**config.mk**
```make
export PLATFORM = sky130hd
export DESIGN_NAME = hash_round_sequencer
export DESIGN_NICKNAME = d
export VERILOG_FILES = /design/src/rtl/hash_round_sequencer.sv
export SDC_FILE = /design/constraint.sdc
export NUM_CORES = 1
export LEC_CHECK = 0
export BUFFER_PORTS_ARGS = -buffer_cell sky130_fd_sc_hd__buf_2
export CORE_MARGIN = 10
export CORE_UTILIZATION = 40
export DETAILED_ROUTE_END_ITERATION = 16
export GPL_TIMING_DRIVEN = 0
export PLACE_DENSITY = 0.65
export SLEW_MARGIN = 20
export SYNTH_ARGS = -nofsm -noshare
export SYNTH_HDL_FRONTEND = slang
export SYNTH_SLANG_ARGS = --single-unit
```
**constraint.sdc**
```tcl
create_clock -name clk -period 2.6 [get_ports clk]
set_clock_uncertainty 0.2 [all_clocks]
set_input_delay 0.26 -clock clk [delete_from_list [all_inputs] [get_ports clk]]
set_output_delay 0.26 -clock clk [all_outputs]
set_load 0.1 [all_outputs]
```
**src/rtl/hash_round_sequencer.sv**
```systemverilog
// hash_round_sequencer
//
// Sequences one double-SHA-256 nonce attempt in front of the round counter:
// load pass 0, run ROUNDS round strobes, load pass 1, run ROUNDS round
// strobes, pulse done and advance the nonce. A watchdog returns the block to
// IDLE with a sticky error if the counter never reports rollover.
//
// Ports
//   clk, n_rst         clock, asynchronous active-low reset
//   start              request one attempt (IDLE only)
//   abort              cancel the attempt in progress
//   nonce_load         load nonce_init into the nonce register (IDLE only)
//   nonce_init[31:0]   starting nonce
//   cnt_rollover_flag  rollover flag from the round counter
//   cnt_count_enable   counter increment enable / datapath round strobe
//   cnt_clear          synchronous counter clear
//   cnt_rollover_val   rollover value, constant ROUNDS
//   load_msg           one-cycle message-load pulse for the current pass
//   pass               0 for the first SHA pass, 1 for the second
//   busy               high whenever the sequencer is not in IDLE
//   done               one-cycle pulse at attempt completion
//   nonce[31:0]        current nonce
//   nonce_wrap         one-cycle pulse when the nonce wraps to 0
//   error              sticky watchdog error, cleared by an accepted start
module hash_round_sequencer #(
  parameter int NUM_CNT_BITS = 7,
  parameter int ROUNDS       = 64
) (
  input  logic                    clk,
  input  logic                    n_rst,
  input  logic                    start,
  input  logic                    abort,
  input  logic                    nonce_load,
  input  logic [31:0]             nonce_init,
  input  logic                    cnt_rollover_flag,
  output logic                    cnt_count_enable,
  output logic                    cnt_clear,
  output logic [NUM_CNT_BITS-1:0] cnt_rollover_val,
  output logic                    load_msg,
  output logic                    pass,
  output logic                    busy,
  output logic                    done,
  output logic [31:0]             nonce,
  output logic                    nonce_wrap,
  output logic                    error
);

  typedef enum logic [2:0] {
    IDLE  = 3'd0,
    LOAD0 = 3'd1,
    RUN0  = 3'd2,
    LOAD1 = 3'd3,
    RUN1  = 3'd4,
    DONE  = 3'd5
  } state_t;

  // One extra bit so ROUNDS+1 fits even at the top of the legal ROUNDS range.
  localparam int                    WD_W     = NUM_CNT_BITS + 1;
  localparam logic [WD_W-1:0]       WD_LAST  = WD_W'(ROUNDS + 1);
  localparam logic [NUM_CNT_BITS-1:0] ROLL_VAL = NUM_CNT_BITS'(ROUNDS);

  state_t          state;
  state_t          state_nxt;
  logic [WD_W-1:0] wd_cnt;
  logic            in_run;
  logic            wd_trip;
  logic            start_ok;

  assign in_run = (state == RUN0) || (state == RUN1);

  // A normal pass sees the flag on its (ROUNDS+1)th RUN cycle; the watchdog
  // fires on the (ROUNDS+2)th RUN cycle if the flag still has not arrived.
  assign wd_trip  = in_run && !cnt_rollover_flag && (wd_cnt == WD_LAST);
  assign start_ok = (state == IDLE) && start && !abort;

  always_comb begin
    state_nxt = state;
    case (state)
      IDLE:    if (start_ok) state_nxt = LOAD0;
      LOAD0:   state_nxt = RUN0;
      RUN0:    if (cnt_rollover_flag) state_nxt = LOAD1;
      LOAD1:   state_nxt = RUN1;
      RUN1:    if (cnt_rollover_flag) state_nxt = DONE;
      DONE:    state_nxt = IDLE;
      default: state_nxt = IDLE;
    endcase
    // Later assignments win: abort outranks the watchdog, which outranks
    // the normal transitions above.
    if (wd_trip)
      state_nxt = IDLE;
    if (abort && (state != IDLE))
      state_nxt = IDLE;
  end

  always_ff @(posedge clk or negedge n_rst) begin
    if (!n_rst) begin
      state  <= IDLE;
      wd_cnt <= '0;
      error  <= 1'b0;
      nonce  <= '0;
    end else begin
      state <= state_nxt;

      // Cleared outside RUN, so every LOAD restarts the watchdog.
      if (in_run)
        wd_cnt <= wd_cnt + 1'b1;
      else
        wd_cnt <= '0;

      if (start_ok)
        error <= 1'b0;
      else if (wd_trip && !abort)
        error <= 1'b1;

      // Increment happens on the edge leaving DONE, so done and nonce_wrap
      // are reported alongside the pre-increment value.
      if ((state == IDLE) && nonce_load)
        nonce <= nonce_init;
      else if ((state == DONE) && !abort)
        nonce <= nonce + 32'd1;
    end
  end

  assign cnt_count_enable = in_run && !cnt_rollover_flag;
  assign cnt_clear        = (state == IDLE) || (state == LOAD0) || (state == LOAD1);
  assign cnt_rollover_val = ROLL_VAL;
  assign load_msg         = (state == LOAD0) || (state == LOAD1);
  assign pass             = (state == LOAD1) || (state == RUN1) || (state == DONE);
  assign busy             = (state != IDLE);
  assign done             = (state == DONE);
  assign nonce_wrap       = (state == DONE) && (nonce == 32'hFFFF_FFFF);

endmodule

```
==> results of run 1 <==
[state kept, by name (all words and copies together) (netlist names)]
name,count
nonce,32
wd_cnt,8
state,3
error,1
[layout make-up]
| class | instances | area [um2] | share of cell area (%) |
|---|---|---|---|
| plain buffers | 18 | 111 | 3.19 |
| well taps | 77 | 96.3 | 2.76 |
| repair buffers | 100 | 628 | 18.0 |
| multi-input cells | 225 | 1430 | 40.9 |
| clock buffers | 8 | 80.1 | 2.29 |
| flip-flops and latches | 44 | 1130 | 32.2 |
| inverters | 6 | 22.5 | 0.644 |
[timing repair]
| action | in CTS | in global routing |
|---|---|---|
| hold buffers | 23 | 0 |
| gates cloned | 0 | 0 |
| endpoints found under the setup margin | 1 | 1 |
| endpoints found under the hold margin | 68 | 0 |
| resized for setup | 1 | 3 |
[stage by stage]
stage / TNS (ns) / setup slack, ns / instance area (um2) / hold WS [ns]
finish: 0 / 0.141 / 3500 / 0.00443
floorplan: -0.213 / -0.176 / 2690 / -0.236
CTS: 0 / 0.0435 / 3480 / 0.00230
detailed placement: 0 / 0.251 / 3170 / 0.266
global route: 0 / 0.0134 / 3500 / 0.0131
global placement: 0 / 0.258 / 3170 / 0.264
[metal layers]
layer  wire [um]  vias up
met5           0        -
li1            -     1242
met4          70        0
met3         487        4
met2        3770       72
met1        3410     1171
[Yosys cell counts (4+ instances only)]
cell type  count
nand2_1       46
dfrtp_1       44
nor2_1        23
nand3_1       17
xor2_1        17
nand4_1       14
and3_1        12
o21ai_0       10
buf_4          9
o211ai_1       8
a21oi_1        6
clkbuf_1       6
inv_1          6
nor3_1         6
xnor2_1        5
o21ai_1        4
o21ai_2        4
[critical path: cells and delay by family (launching register included)]
kind                     cells  cell delay, ns
adder cells (fa/ha/maj)      1            0.20
buffers and inverters        1            0.23
flip-flops                   1            0.40
AND/OR/NAND/NOR              4            0.85
[cells by family after synthesis]
kind of cell / Yosys count
xor+xnor: 22
buf+inv: 24
fa+ha+maj: 3
flops: 44
other cells: 2
simple gates: 147
compound gates: 46
[placed cells by master (no fill, tap or decap), drive strengths merged, types with 4 or more instances in the layout]
master       Yosys  layout
xnor2            5       5
o21ai           18      18
dfrtp           44      44
inv              6       6
nor3            10      10
conb             2       7
buf             11      88
and4             4       4
nor2            26      26
o211ai           8       8
dlygate4sd3      0      23
xor2            17      17
nand4           17      17
a21oi            6       6
and3            12      12
nand2           46      46
nand3           19      19
clkbuf           7      15
[worst max path at each step]
stage | cells past startpoint | endpoint | slack (ns)
global route | 5 | cnt_count_enable | 0.01
detailed placement | 6 | nonce_wrap | 0.25
global placement | 6 | nonce_wrap | 0.26
floorplan | 4 | nonce_wrap | -0.18
CTS | 6 | nonce_wrap | 0.04
finish | 6 | nonce_wrap | 0.14
==> reports/qor.yml, run 1 <==
grt_busiest_layer: "met2"
placedCellCount: 447
period_minus_slack_ns: 2.46
cts_max_path_buffers: 2
rr_worst_depth: 6
status: "complete, no violations"
syn_to_final_growth_pct: 33.6
clock_latency_ns: 0.29
worst_pin_slew_ns: 0.573
cp-startpoint: "nonce[0]$_DFFE_PN0P_"
postCtsSetupBuffers: 0
netlist_area_mm2: 0.00262
reg2reg_slack_ns: 0.51
cts_max_level: 2
dpl.hpwl_um: 5760
fp.dieW_um: 101
gr-usage-met1_pct: 19.7
fin_cells: 478
io_buffers: 77
syn_inst: 288
synth.distinct_cells: 47
relSlewSlack_pct: 61.8
grt_max_degree: 45
vias: 2489
yosys.area_share.simple_pct: 31.9
synth_top_family_by_area: "simple AND/OR/NAND/NOR gates"
yosys-top-cells-area: "dfrtp_1, nand2_1, xor2_1, nand4_1, nor2_1"
drive_above_1_share_pct: 35.4
synth_edf_count: 0
holdPathStages: 2
syn_avg_cell_area_um2: 9.08
cts_tree: "yes"
die-area_mm2: 0.0102
cp.arrival_ns: 2.00
yosys-mux-area-fraction_pct: 0
use_met3_pct: 4.18
remaining_drc_errors: 0
finalHoldViolCount: 0
cp.required_ns: 2.14
cp_slowest_cell: "dfrtp_2"
grt_use_total_pct: 15.4
ys_async_sr_fraction_pct: 100
ys_ff_latch: 44
io_pins: 85
holdCritPathClass: "input pin to flip-flop"
synth-compound-area-share_pct: 11.8
wl_per_cell_um: 16.2
wirelength_um: 7740
synth_top_area_cell: "dfrtp_1"
clkSlewWorstSetupHoldPaths_ns: 0.08
synth-adder-area-share_pct: 1.43
cts_buffers: 5
r2r_end: "nonce[13]$_DFFE_PN0P_"
synth_ff_type: "dfrtp_1"
seq_area_frac_synth_pct: 42.1
synth_top_area_share_pct: 42.1
grt_pass1_wl_um: 12600
min_to: "nonce[4]$_DFFE_PN0P_"
setup_viol: 0
path_cells: "ha_1 -> and3_1 -> and3_2 -> nand3_1 -> nor3_4 -> buf_8"
max_clock_freq_ghz: 0.407
synthXorXnorAreaFrac_pct: 7.36
r2r_start: "state[0]$_DFFE_PN0P_"
rsz0062_at_grt: "no"
period_share_pct: 94.6
critPathLaunchType: "flip-flop"
maxSlewViolCount: 0
via_per_inst: 5.21
max_cap_viol_count: 0
final_util_pct: 55.1
synth_warnings: 0
clockRootBuffer: "clkbuf_8"
first_pass_iters: 4
filler_cell_count: 606
grt.met2_usage_pct: 24.6
grt_antenna_before_repair: 0
rows: 29
start_util_pct: 41.2
path_class: "flip-flop to primary output"
cp_max_fo: 5
die_y_um: 101
cts.sinks: 44
gp_congestion: 0.814
drt_iter0_drc: 117
coreArea_mm2: 0.00635
antennaDiodeCount: 0
cp_slowest_stage_delay_ns: 0.40
grt_pass1_vias: 2474
fin_nets: 441
crit_path_end_kind: "primary output"
overflow: 0
postRouteAntennaNets: 0
worst_hold_startpoint: "nonce_init[4]"
Power of run 1 is left out: the tool's default activity adds up to more than one toggle a clock period on the data nets, which glitch-free logic cannot reach.
==> inputs of run 2 (changes only) <==
- CORE_MARGIN: 10 -> 2
- PLACE_DENSITY: 0.65 -> 0.68
- clock period: 2.6 -> 2.2 ns (I/O delays scaled with it)
==> run 2 against run 1 <==
Compared with the run above: the flow now finishes with violations (negative setup slack); via count is 4.8% higher; critical path depth stayed put; die area is 29% lower; clock-buffer cell count is 2 lower; global-route usage is 5.9 points higher; wire length is 2.9% lower; cell count is 3.6% higher; flip-flop and latch count stayed put; largest cell class unchanged.
==> reports/qor.yml, run 2 (same netlist as run 1, synthesis figures left out) <==
grt_use_total_pct: 21.3
wirelength_um: 7510
cp_num_buf_inv: 1
path_cells: "ha_4 -> and3_4 -> and3_4 -> nand3_4 -> nor3_4 -> buf_12"
grt_max_degree: 45
critPathLaunchType: "flip-flop"
die_y_um: 84.9
worst_pin_slew_ns: 0.571
path_common_cell: "and3_4"
final_util_pct: 59.2
maxSlewViolCount: 0
max_clock_freq_ghz: 0.452
largest_register: "nonce"
largest_register_ff_count: 32
crit_cells: 6
path_class: "flip-flop to primary output"
cts_max_path_buffers: 2
fin_nets: 458
cp.required_ns: 1.78
die-area_mm2: 0.00720
clockRootBuffer: "clkbuf_8"
fp.dieW_um: 84.9
worst_hold_startpoint: "nonce_init[0]"
vias: 2609
setup_viol: 1
io_buffers: 77
wl_per_cell_um: 15.2
antennaDiodeCount: 0
syn_to_final_growth_pct: 43.7
max_cap_viol_count: 0
cp_max_fo: 4
overflow: 0
cp.arrival_ns: 1.79
cts.sinks: 44
cts_max_level: 2
path_delay_family: "simple AND/OR/NAND/NOR gates"
setup_tns_ns: -0.0105
r2r_start: "nonce[1]$_DFFE_PN0P_"
period_share_pct: 100
grt_pass1_wl_um: 12200
reg2reg_slack_ns: 0.10
status: "finished, violations left"
via_per_inst: 5.27
io_pins: 85
coreArea_mm2: 0.00635
crit_path_end_kind: "primary output"
cts_tree: "yes"
cp_slowest_stage_delay_ns: 0.45
period_minus_slack_ns: 2.21
cp_slowest_cell: "dfrtp_4"
timing.final.ws_setup_ns: -0.0105
final_common_cell: "buf_2"
largestRegisters: "nonce x32, wd_cnt x8, state x3"
relSlewSlack_pct: 61.9
clock_latency_ns: 0.30
rr_worst_depth: 7
rsz0062_at_grt: "yes"
holdPathStages: 2
start_util_pct: 41.2
final_cell_mix: "buf_2, nand2_1, dlygate4sd3_1, dfrtp_2"
dpl.hpwl_um: 5100
first_pass_iters: 4
clkSlewWorstSetupHoldPaths_ns: 0.09
grt_antenna_before_repair: 0
holdCritPathClass: "input pin to flip-flop"
drive_above_1_share_pct: 41.4
grt_pass1_vias: 2502
cp-startpoint: "nonce[1]$_DFFE_PN0P_"
gp_congestion: 0.808
finalHoldViolCount: 0
cts_buffers: 5
remaining_drc_errors: 0
violations: "negative setup slack"
rows: 29
drt_iter0_drc: 141
postRouteAntennaNets: 0
-- run 2: cell count changes in the layout (fill, tap and decap cells not counted), moves of 2 or more --
cell	previous run	this run
dfrtp_2	21	26
buf_2	76	74
nand2_1	46	44
dlygate4sd3_1	23	32
clkbuf_1	9	3
dfrtp_4	0	5
clkbuf_2	1	3
and3_4	0	2
dfrtp_1	23	13
clkinv_2	0	2
buf_4	10	19
nor2_4	2	4
nand2_2	0	2
-- run 2: through the flow --
stage               instance area (um2)  cells  setup WS, ns  hold slack [ns]
finish                             3760    495       -0.0105          0.00915
global placement                   3220    447       -0.0854            0.227
floorplan                          2740    293        -0.393           -0.276
CTS                                3680    487       -0.0147          0.00429
global route                       3760    495       -0.0584          0.00702
detailed placement                 3220    447       -0.0898            0.228
-- run 2: worst register-to-register path, cell delays in order (launching register included) --
cell and delay, ns:
dfrtp_4 0.45, ha_4 0.14, and3_4 0.17, and3_4 0.23
buf_4 0.13, nand4_2 0.12, and3_1 0.21, or3_1 0.34
-- run 2: final cells by class --
| cell class | count | area (um2) |
|---|---|---|
| inverters | 6 | 22.5 |
| flip-flops and latches | 44 | 1150 |
| clock inverters | 2 | 10.0 |
| plain buffers | 17 | 113 |
| repair buffers | 118 | 797 |
| fillers | 564 | 2590 |
| multi-input cells | 225 | 1490 |
| clock buffers | 6 | 82.6 |
| well taps | 77 | 96.3 |
-- run 2: layer usage --
metal  GRT usage [%]  vias up  routed length, um  part of all wire, %
li1                -     1273                  -                    -
met1            28.4     1250               3430                   46
met2            35.8       77               3630                   48
met3            3.31        9                340                  4.5
met4            6.35        0                115                  1.5
met5               0        -                  0                    0
-- run 2: final timing paths --
path,end
worst max-delay path,nonce_wrap
worst min-delay path,nonce[0]$_DFFE_PN0P_
max in group asynchronous,nonce[20]$_DFFE_PN0P_
min in group asynchronous,nonce[0]$_DFFE_PN0P_
worst min register to register,wd_cnt[0]$_DFF_PN0_
worst max register to register,nonce[26]$_DFFE_PN0P_
-- run 2: repair_timing --
action / in CTS / in global routing
pin swaps: 1 / 4
cloned: 0 / 0
hold endpoints to repair: 77 / 0
setup endpoints to repair: 2 / 19
setup buffers: 1 / 8
hold buffers: 32 / 0
resized for setup: 12 / 8
Power of run 2 is left out for the same reason.
==> inputs of run 3 (changes only) <==
- CELL_PAD_IN_SITES_DETAIL_PLACEMENT: not set -> 0
- CELL_PAD_IN_SITES_GLOBAL_PLACEMENT: not set -> 1
- CORE_UTILIZATION: 40 -> 34
- PLACE_DENSITY: 0.68 -> not set
- PLACE_DENSITY_LB_ADDON: not set -> 0.1
==> run 3 against run 2 <==
Compared with the run above: the run still ends with negative setup slack left; non-clock buffer count down 7; setup slack about the same; clock-buffer cell count grew 1; die area grew 17%; cell count grew 3.0%; critical path depth did not move; sequential share of layout area grew 0.27 points; critical path type unchanged; largest cell class unchanged.
==> reports/qor.yml, run 3 (same netlist as run 1, synthesis figures left out) <==
status: "finished, violations left"
violations: "negative setup slack"
relSlewSlack_pct: 60.7
io_buffers: 77
clkSlewWorstSetupHoldPaths_ns: 0.09
grt_pass1_wl_um: 12700
coreArea_mm2: 0.00737
timing.final.ws_setup_ns: -0.0102
cts_max_level: 2
cp_max_fo: 4
finalHoldViolCount: 0
final_cell_mix: "buf_2, nand2_1, dlygate4sd3_1, dfrtp_2, nor2_1"
cts_max_path_buffers: 2
holdCritPathClass: "input pin to flip-flop"
drive_above_1_share_pct: 39.7
io_pins: 85
max_cap_viol_count: 0
remaining_drc_errors: 0
grt_use_total_pct: 19.0
cts_tree: "yes"
die_y_um: 91.7
postCtsSetupBuffers: 0
grt_pass1_vias: 2486
max_clock_freq_ghz: 0.452
fin_nets: 451
setup_viol: 1
largest_register: "nonce"
grt_antenna_before_repair: 0
first_pass_iters: 4
postRouteAntennaNets: 0
clock_latency_ns: 0.30
path_class: "flip-flop to primary output"
cts_buffers: 5
met3WireLength_um: 358
final_common_cell: "buf_2"
fp.dieW_um: 91.7
antennaDiodeCount: 0
largestRegisters: "nonce x32, wd_cnt x8, state x3"
worst_pin_slew_ns: 0.590
cp.required_ns: 1.78
cts.sinks: 44
die-area_mm2: 0.00841
wl_met2_um: 3510
dpl_worst_slack_ns: -0.0974
final_cell_area_mm2: 0.00373
period_share_pct: 100
period_minus_slack_ns: 2.21
dpl.hpwl_um: 5340
gp_congestion: 0.776
critPathLaunchType: "flip-flop"
rows: 31
via_per_inst: 5.00
maxSlewViolCount: 0
reg2reg_slack_ns: 0.13
wl_met1_um: 3680
crit_path_end_kind: "primary output"
cp.arrival_ns: 1.79
vias: 2549
drt_iter0_drc: 113
grt_max_degree: 45
rsz0062_at_grt: "yes"
start_util_pct: 35.5
wirelength_um: 7630
syn_to_final_growth_pct: 42.4
largest_register_ff_count: 32
overflow: 0
wl_per_cell_um: 15.0
clockRootBuffer: "clkbuf_8"
top_layer: "met4"
dpl_cell_area_mm2: 0.00325
run 3: cell types whose count changed in the layout (fill, tap and decap cells not counted), sizes merged:
cell,change
dlygate4sd3,+2
clkinv,-1
buf,-8
run 3: final timing paths:
check,start,to,depth (start not counted)
worst max-delay path,nonce[1]$_DFFE_PN0P_,nonce_wrap,6
worst min-delay path,abort,error$_DFFE_PN0P_,3
worst max register to register,state[2]$_DFFE_PN0P_,nonce[26]$_DFFE_PN0P_,7
worst min register to register,wd_cnt[0]$_DFF_PN0_,wd_cnt[0]$_DFF_PN0_,1
max in group asynchronous,n_rst,nonce[20]$_DFFE_PN0P_,2
min in group asynchronous,n_rst,state[1]$_DFFE_PN0P_,2
run 3: layer usage:
layer	vias to the layer above	global-route usage, %
li1	1264	-
met1	1204	26.7
met2	74	30.4
met3	7	3.62
met4	0	4.48
met5	-	0
run 3: cell type report:
class / count / area (um2)
sequential: 44 / 1150
tap: 99 / 124
clock buffer: 7 / 76.3
timing repair buffer: 111 / 749
multi-input combinational: 225 / 1490
buffer: 17 / 111
fill: 736 / 3640
inverter: 6 / 22.5
clock inverter: 1 / 5.00
run 3: per-stage QoR:
stage / hold WS, ns / TNS, ns / instances / utilization, %
detailed placement: 0.227 / -0.0974 / 469 / 44.1
global placement: 0.223 / -0.123 / 469 / 44.1
global route: 0.0435 / -0.0846 / 510 / 50.6
finish: 0.0258 / -0.0102 / 510 / 50.6
CTS: 0.00930 / -0.0130 / 510 / 50.4
floorplan: -0.276 / -0.393 / 293 / -
run 3: repair_timing:
action | CTS | global route
pin swaps | 2 | 2
endpoints found under the hold margin | 79 | 0
endpoints found under the setup margin | 2 | 28
gates resized for setup | 13 | 8
hold buffers | 34 | 0
run 3: worst max-delay path: stages, from the launching register on:
cell	delay, ns
dfrtp_4	0.46
ha_4	0.15
and3_4	0.18
and3_4	0.23
nand3_4	0.09
nor3_4	0.17
buf_12	0.20
Power of run 3 is left out for the same reason.
